## src/rtl/hwce_sop_sched_pkg.sv

```systemverilog
// Shared types and defaults for the SOP sequencer: FSM states, latched job config,
// default pipeline depth and config field widths.
package hwce_sop_sched_pkg;

  localparam int SOP_PIPE_STAGES_DEF = 4;
  localparam int CFG_FS_W            = 8;
  localparam int CFG_NOUT_W          = 16;

  typedef enum logic [1:0] {
    ST_IDLE  = 2'd0,
    ST_RUN   = 2'd1,
    ST_DRAIN = 2'd2,
    ST_DONE  = 2'd3
  } state_e;

  typedef struct packed {
    logic [CFG_FS_W-1:0]   fs;
    logic [CFG_NOUT_W-1:0] nout;
    logic                  prec8;
  } cfg_t;

endpackage

```

## src/rtl/hwce_sop_sched_tagpipe.sv

```systemverilog
// Enable-gated, clearable shift register that walks each output's last-tap flag
// alongside the SOP datapath so its exit marks a finished accumulation.
module hwce_sop_sched_tagpipe #(
  parameter int DEPTH = 4
) (
  input  logic clk,
  input  logic rst,
  input  logic en,
  input  logic clr,
  input  logic din,
  output logic dout
);

  logic [DEPTH-1:0] stage_q;
  logic [DEPTH-1:0] stage_d;

  genvar gi;
  generate
    for (gi = 0; gi < DEPTH; gi++) begin : g_stage
      if (gi == 0) begin : g_head
        assign stage_d[gi] = din;
      end else begin : g_body
        assign stage_d[gi] = stage_q[gi-1];
      end
    end
  endgenerate

  always_ff @(posedge clk) begin
    if (rst || clr) begin
      stage_q <= '0;
    end else if (en) begin
      stage_q <= stage_d;
    end
  end

  assign dout = stage_q[DEPTH-1];

endmodule

```

## src/rtl/hwce_sop_sched.sv

```systemverilog
// Job sequencer for the 4-DSP sum-of-products datapath with output back-pressure.
// Optional stall counter is built only when HWCE_SOP_SCHED_PERF_EN is defined.
module hwce_sop_sched
  import hwce_sop_sched_pkg::*;
#(
  parameter int PIPE_STAGES_SOP = SOP_PIPE_STAGES_DEF,
  parameter int FS_WIDTH        = CFG_FS_W,
  parameter int NOUT_WIDTH      = CFG_NOUT_W
) (
  input  logic                  clk,
  input  logic                  rst,
  input  logic                  start,
  input  logic                  abort,
  input  logic [FS_WIDTH-1:0]   cfg_fs,
  input  logic [NOUT_WIDTH-1:0] cfg_nout,
  input  logic                  cfg_prec8,
  output logic                  busy,
  output logic                  done,
  output logic                  err,
  input  logic                  in_valid,
  output logic                  in_ready,
  output logic                  sop_enable,
  output logic                  sop_clear,
  output logic                  sop_valid_x,
  output logic                  sop_first,
  output logic                  sop_prec8,
  output logic                  out_valid,
  input  logic                  out_ready,
  output logic [NOUT_WIDTH-1:0] out_idx,
  output logic [31:0]           perf_stall_cnt
);

  state_e                state_q, state_d;
  cfg_t                  cfg_q, cfg_d;
  logic [CFG_FS_W-1:0]   tap_cnt_q, tap_cnt_d;
  logic [CFG_NOUT_W-1:0] issue_cnt_q, issue_cnt_d;
  logic [CFG_NOUT_W-1:0] done_cnt_q, done_cnt_d;
  logic [CFG_NOUT_W-1:0] out_idx_q, out_idx_d;
  logic                  err_q, err_d;

  logic tag_out, stall, xfer, idle, cfg_ok, start_ok, start_bad, abort_act, last_beat;

  assign idle      = (state_q == ST_IDLE);
  assign cfg_ok    = (cfg_fs != '0) && (cfg_nout != '0);
  assign start_ok  = idle && start && !abort && cfg_ok;
  assign start_bad = idle && start && !abort && !cfg_ok;
  assign abort_act = abort && !idle;

  // A held result freezes the entire SOP pipe, upstream issue included.
  assign stall       = tag_out && !out_ready;
  assign xfer        = tag_out && out_ready;
  assign in_ready    = (state_q == ST_RUN) && !stall;
  assign sop_valid_x = in_valid && in_ready;
  assign sop_first   = sop_valid_x && (tap_cnt_q == '0);
  assign last_beat   = sop_valid_x && (tap_cnt_q == cfg_q.fs - CFG_FS_W'(1));

  assign sop_enable = !stall;
  assign sop_clear  = start_ok || abort_act;
  assign sop_prec8  = cfg_q.prec8;
  assign busy       = (state_q == ST_RUN) || (state_q == ST_DRAIN);
  assign done       = (state_q == ST_DONE) && !abort;
  assign err        = err_q;
  assign out_valid  = tag_out;
  assign out_idx    = NOUT_WIDTH'(out_idx_q);

  hwce_sop_sched_tagpipe #(
    .DEPTH (PIPE_STAGES_SOP)
  ) u_tagpipe (
    .clk  (clk),
    .rst  (rst),
    .en   (sop_enable),
    .clr  (abort_act),
    .din  (last_beat),
    .dout (tag_out)
  );

  always_comb begin
    state_d     = state_q;
    cfg_d       = cfg_q;
    tap_cnt_d   = tap_cnt_q;
    issue_cnt_d = issue_cnt_q;
    done_cnt_d  = done_cnt_q;
    out_idx_d   = out_idx_q;
    err_d       = err_q;

    if (xfer) begin
      done_cnt_d = done_cnt_q + CFG_NOUT_W'(1);
      out_idx_d  = out_idx_q + CFG_NOUT_W'(1);
    end

    case (state_q)
      ST_IDLE: begin
        if (start_ok) begin
          cfg_d.fs    = CFG_FS_W'(cfg_fs);
          cfg_d.nout  = CFG_NOUT_W'(cfg_nout);
          cfg_d.prec8 = cfg_prec8;
          tap_cnt_d   = '0;
          issue_cnt_d = '0;
          done_cnt_d  = '0;
          out_idx_d   = '0;
          err_d       = 1'b0;
          state_d     = ST_RUN;
        end else if (start_bad) begin
          err_d = 1'b1;
        end
      end
      ST_RUN: begin
        if (last_beat) begin
          tap_cnt_d   = '0;
          issue_cnt_d = issue_cnt_q + CFG_NOUT_W'(1);
          if (issue_cnt_q + CFG_NOUT_W'(1) == cfg_q.nout) begin
            state_d = ST_DRAIN;
          end
        end else if (sop_valid_x) begin
          tap_cnt_d = tap_cnt_q + CFG_FS_W'(1);
        end
      end
      ST_DRAIN: begin
        // Looking at the post-handshake count lets done follow the final transfer directly.
        if (done_cnt_d == cfg_q.nout) begin
          state_d = ST_DONE;
        end
      end
      ST_DONE: begin
        state_d = ST_IDLE;
      end
      default: begin
        state_d = ST_IDLE;
      end
    endcase

    if (abort_act) begin
      state_d     = ST_IDLE;
      tap_cnt_d   = '0;
      issue_cnt_d = '0;
      done_cnt_d  = '0;
      out_idx_d   = '0;
    end
  end

  always_ff @(posedge clk) begin
    if (rst) begin
      state_q     <= ST_IDLE;
      cfg_q       <= '0;
      tap_cnt_q   <= '0;
      issue_cnt_q <= '0;
      done_cnt_q  <= '0;
      out_idx_q   <= '0;
      err_q       <= 1'b0;
    end else begin
      state_q     <= state_d;
      cfg_q       <= cfg_d;
      tap_cnt_q   <= tap_cnt_d;
      issue_cnt_q <= issue_cnt_d;
      done_cnt_q  <= done_cnt_d;
      out_idx_q   <= out_idx_d;
      err_q       <= err_d;
    end
  end

`ifdef HWCE_SOP_SCHED_PERF_EN
  logic [31:0] perf_q;

  always_ff @(posedge clk) begin
    if (rst || start_ok) begin
      perf_q <= '0;
    end else if (stall && busy && (perf_q != '1)) begin
      perf_q <= perf_q + 32'd1;
    end
  end

  assign perf_stall_cnt = perf_q;
`else
  assign perf_stall_cnt = 32'd0;
`endif

endmodule
```

## config.mk

```make
export PLATFORM = sky130hd
export DESIGN_NAME = hwce_sop_sched
export DESIGN_NICKNAME = d
export VERILOG_FILES = /design/src/rtl/hwce_sop_sched_pkg.sv /design/src/rtl/hwce_sop_sched_tagpipe.sv /design/src/rtl/hwce_sop_sched.sv
export SDC_FILE = /design/constraint.sdc
export NUM_CORES = 1
export LEC_CHECK = 0
export BUFFER_PORTS_ARGS = -buffer_cell sky130_fd_sc_hd__buf_2
export CAP_MARGIN = 20
export CORE_UTILIZATION = 35
export CTS_BUF_LIST = sky130_fd_sc_hd__clkbuf_4
export CTS_CLUSTER_DIAMETER = 100
export DETAILED_ROUTE_END_ITERATION = 7
export GPL_TIMING_DRIVEN = 0
export PLACE_DENSITY = 0.56
export SLEW_MARGIN = 5
export SYNTH_ARGS = -nofsm -noshare
export SYNTH_HDL_FRONTEND = slang
export SYNTH_HIERARCHICAL = 1
export SYNTH_SLANG_ARGS = --single-unit
```

## constraint.sdc

```tcl
create_clock -name clk -period 2.7 [get_ports clk]
set_clock_uncertainty 0.1 [all_clocks]
set_input_delay 0.135 -clock clk [delete_from_list [all_inputs] [get_ports clk]]
set_output_delay 0.135 -clock clk [all_outputs]
set_load 0.05 [all_outputs]
```

# Yosys cells after proc, flatten, opt, wreduce, memory -nomap -nowiden
# Cells that the tools add are included.
[totals]
wordCells = 79
ff_bits = 88
inputBits = 31
output_inout_bits = 58
[op_classes]
n_eq_ne = 11
n_reduce_logical = 33
n_mux = 20
n_addsub = 5
[op_table]
columns = ["operator", "n"]
rows = [
  ["2-to-1 mux 16 bit", 8],
  ["adder 16 x 1 -> 16 bit (second input constant)", 3],
  ["equality test 16 bit", 2],
  ["case mux 16 bit (2 select lines)", 1],
  ["2-to-1 mux 8 bit", 3],
  ["case mux 8 bit (2 select lines)", 1],
  ["nonzero test 16 bit", 1],
  ["logical AND 1 bit", 13],
  ["adder 8 x 1 -> 8 bit (second input constant)", 1],
  ["equality test 8 bit", 1],
  ["zero test 8 bit", 1],
  ["2-to-1 mux 2 bit", 4],
  ["inequality test 2 x 1 -> 1 bit (second input constant)", 4],
  ["case mux 2 bit (4 select lines)", 1],
  ["nonzero test 8 bit", 1],
  ["subtractor 8 x 1 -> 8 bit (second input constant)", 1],
  ["AND reduction 3 bit", 2],
  ["zero test 1 bit", 5],
  ["equality test 2 bit (second input constant)", 2],
  ["AND reduction 2 bit", 2],
  ["AND reduction 4 bit", 1],
  ["nonzero test 2 bit", 2],
  ["logical OR 1 bit", 3],
  ["inequality test 3 x 2 -> 1 bit (second input constant)", 1],
  ["other kinds (4)", 5],
]

# Logic depth before layout (Yosys ltp)
[depth]
word_depth = 8
depth_mapped = 12
depth_no_buf = 10

# By module
# The synthesis kept the hierarchy.
[by_module_without_submodules]
columns = ["module", "cells_per_inst", "area_per_inst_um2", "seq_area_each_um2", "instances"]
rows = [
  ["hwce_sop_sched", 654, 5201.2, 1681.6, 1],
  ["hwce_sop_sched_tagpipe", 13, 145.1, 80.1, 1],
]

# Worst setup path after synthesis
# OpenSTA, ideal clock, no wires.
[synth_path]
path_kind = "flip-flop to flip-flop"
startpoint = "register u_tagpipe.stage_q[3]"
endpoint = "register state_q[1]"
period_less_slack_ps = 3015
slack_ps = -315
path_buffers = 1
arrival_time_ps = 2843
required_ps = 2528
setup_time_ps = 72
path_stages_with_launch = 10
cell_sequence = "dfxtp_1 -> buf_2 -> and4_1 -> nand4_1 -> mux2_2 -> a2111oi_2 -> nand4_1 -> or4_1 -> a21oi_2 -> mux2i_1"
[synth_between]
elab_chain_cells = 7
word_cells_on_any_way = 11
classes_between = "eq/ne: 3; mux: 1; reduce/logical: 7"
[synth_rtl]
columns = ["element", "line", "source"]
rows = [
  ["from (decl)", "hwce_sop_sched_tagpipe.sv:14", "logic [DEPTH-1:0] stage_q;"],
  ["from (signal assigned)", "hwce_sop_sched_tagpipe.sv:32", "stage_q <= stage_d;"],
  ["branches (longest 6 deep; another with 2-to-1 mux 16 bit)", "n/a", ""],
  ["AND reduction 4 bit (no line) (*)", "n/a", ""],
  ["to (signal assigned)", "hwce_sop_sched.sv:151", "state_q <= state_d;"],
  ["to (decl)", "hwce_sop_sched.sv:33", "state_e state_q, state_d;"],
]
# Mark *: on every way between the ends.
# A chain may end at the register's enable or synchronous reset.

# Final worst setup path
# Ends and elaborated chain as after synthesis.

==> metrics.yaml <==
sta:
  worst_slack_ns: -0.0363
  hold_ws_ns: 0.144
  clock.fmax_ghz: 0.365
  slew_violations: 0
  min_period_ns: 2.74
  relSlewSlack: 0.448
  finalHoldViolations: 0
  setup_viol: 4
  min_period_over_period: 1.01
  rsz0062_at_grt: "yes"
  worstMarginPinSlew_ns: 0.820
critical_path:
  reg2reg_from: "u_tagpipe/stage_q[3]"
  regToRegSetupSlack_ns: -0.04
  crit_path_start_kind: "flop"
  rr_worst_depth: 8
  crit_required_ns: 3.00
  endpoint_kind: "flop"
  worstSetupPathType: "flop to flop"
  cp_max_fo: 5
  r2r-end: "state_q[1]"
  critPathArrivalTime_ns: 3.03
synthesis:
  synthArstFlopShare: 0
  synth-seq-cells: 88
  avgSynthCellArea_sq_um: 8.02
  synthXorXnorAreaFrac: 0.124
  synth-simple-area-share: 0.278
  synth_edf_count: 0
  ys_types: 58
  syn-cell-area_sq_mm: 0.00535
  yosys_warnings: 6
  muxShareOfSynthArea: 0.0644
  synthFlopType: "dfxtp_1"
  yosysSeqAreaShare: 0.330
  synth_cells: 667
  synth_top_family_by_area: "simple AND/OR/NAND/NOR gates"
  synth_fa_ha_area_frac: 0.0234
  synth_compound_area_frac: 0.0985
die:
  core_area_sq_mm: 0.0147
  die_y_microns: 126
  fp-row-count: 44
  dieArea_sq_mm: 0.0158
  initial_core_util: 0.364
  io_pins: 89
  die_w_microns: 126
layout:
  nets: 838
  mostFrequentLayoutCell: "nor2_1"
  area_growth_pct: 25.8
  n_antenna_cell: 0
  mostFrequentLayoutCells: "78 x nor2_1, 77 x dfxtp_1, 75 x nand2_1, 59 x buf_2, 48 x buf_4"
  drive_above_1_share: 0.222
power_and_ir_drop:
  p_per_area_mw_per_mm2: 524
  peakVddDrop_uv: 315
  finalPower_w: 0.00353
  p_leak_nw: 2.85
global_routing:
  grt_max_degree: 15
  grt_overflow_total: 0
  grtUsageTotal: 0.190
  antenna_found_initial: 0
  grt_pass1_wl_microns: 23700
  first_global_vias: 4665
clocking:
  cts_sinks: 88
  cts.path.max_buffers: 2
  htree_levels: 3
  clk_pin_slew_ns: 0.14
  root_buffer: "clkbuf_4"
  cts_tree: "built"
  clock_latency_ns: 0.47
  numCtsBuffers: 9
min_path:
  min_to: "cfg_q[19]"
  worstHoldStart: "cfg_nout[9]"
  whs_path_depth: 5
  hold_path_class: "input port to flop"
run_status:
  status: "complete, but fails checks"
  violations: "DRC, setup timing"
drt:
  viasPerCell: 5.15
  routed_wl_microns: 15200
  ant_nets: 0
  wl_per_cell_microns: 15.4
  drc: 8
  num_vias: 5073
  first_pass_iters: 7
  drt-initial-drc-count: 194
placed_design:
  port_buffers: 55
  place_congestion: 0.927
  hpwlAfterDp_microns: 11100
flow_run:
  cap_violations: 0
critical path, cell delays in order (launching register included):
cell and delay [ns]:
dfxtp_4 0.43, and4_4 0.25, nand4_1 0.16, mux2_4 0.36
a2111oi_4 0.33, nand4_1 0.13, or4_4 0.56, a21oi_4 0.15
mux2i_1 0.19
synth_stat cells (3+ instances only):
cell type  count  area, sq um
o31a_1         3         26.3
nand4_1       21          131
xnor2_1       35          307
buf_4         32          240
and4_1        10         87.6
a21oi_1       23          115
nand2b_1      12         75.1
a22oi_1        3         22.5
nor2b_1        7         43.8
buf_1          5         18.8
nor3_1        11         55.1
nand2_1       76          285
and2_1         6         37.5
and3_1        11         68.8
o21ai_0       12         60.1
dfxtp_1       88         1760
clkbuf_1      24         90.1
nand3_1       23          115
inv_1         17         63.8
or3_1         13         81.3
a31oi_1        7         43.8
xor2_1        38          333
mux2i_1       31          310
nor4_1        13         81.3
or4_1          4         30.0
o21a_1         4         30.0
buf_2          4         20.0
mux2_2         3         33.8
nor2_1        81          304
nor3b_1        4         30.0
ha_1          10          125
how the worst max path moves through the flow:
stage                               from              end  slack, ns  depth (start not counted)
CTS                            cfg_q[19]   issue_cnt_q[5]      0.002                          9
floorplan           u_tagpipe/stage_q[3]       state_q[1]       0.02                          9
global placement             cfg_nout[3]        cfg_q[24]      -0.47                          8
global route                   cfg_q[20]  issue_cnt_q[15]      -0.15                          9
finish              u_tagpipe/stage_q[3]       state_q[1]      -0.04                          8
detailed placement           cfg_nout[3]        cfg_q[18]      -0.49                          8
registers in the layout, indices dropped and copies added (netlist names):
register / flops
cfg_q: 24
done_cnt_q: 16
err: 1
issue_cnt_q: 16
out_idx: 16
sop_prec8: 1
state_q: 2
tap_cnt_q: 8
u_tagpipe/stage_q: 4
cells by family after synthesis:
group                      count (synthesis)
AOI/OAI and AO/OA                         78
buffers and inverters                     83
other                                      1
DFF                                       88
muxes                                     34
xor gates and xnor gates                  74
and+or+nand+nor                          299
adders and majority gates                 10
power by group:
part,switching [W],leakage (nW),internal [W]
clock network,0.000485,0.0691,0.000301
registers,0.0000874,0.719,0.00136
logic,0.000798,2.06,0.000495
per-stage QoR:
| step | setup slack [ns] | instance area [sq um] | instances | util | TNS [ns] |
|---|---|---|---|---|---|
| 6_report | -0.0363 | 6730 | 986 | 0.458 | -0.0703 |
| 5_1_grt | -0.148 | 6730 | 986 | 0.458 | -1.41 |
| 4_1_cts | 0.00213 | 6560 | 984 | 0.446 | 0 |
| 3_5_place_dp | -0.494 | 5980 | 937 | 0.407 | -21.95 |
| 3_3_place_gp | -0.466 | 5980 | 937 | 0.407 | -22.35 |
| 2_1_floorplan | 0.0184 | 5480 | 698 | - | 0 |
repair_timing:
action,4_1_cts,5_1_grt
setup endpoints to repair,76,21
endpoints found under the hold margin,32,0
gates resized for setup,35,32
gates cloned,0,1
hold buffers,29,0
buffers inserted,12,3
pin swaps,8,10
routing by layer:
layer | track usage | wire (microns)
met1 | 0.258 | 7210
met2 | 0.304 | 6970
met3 | 0.0377 | 877
met4 | 0.0567 | 165
met5 | 0 | 0
final cells by class:
cell class                 count  area, sq um
fill                        1483         7970
multi-input combinational    527         3470
sequential                    88         1790
timing repair buffer         100          696
buffer                        54          342
tap                          184          230
clock buffer                  11         82.6
inverter                      17         63.8
clock inverter                 5         57.6
Power figures use the tool's default switching activity.
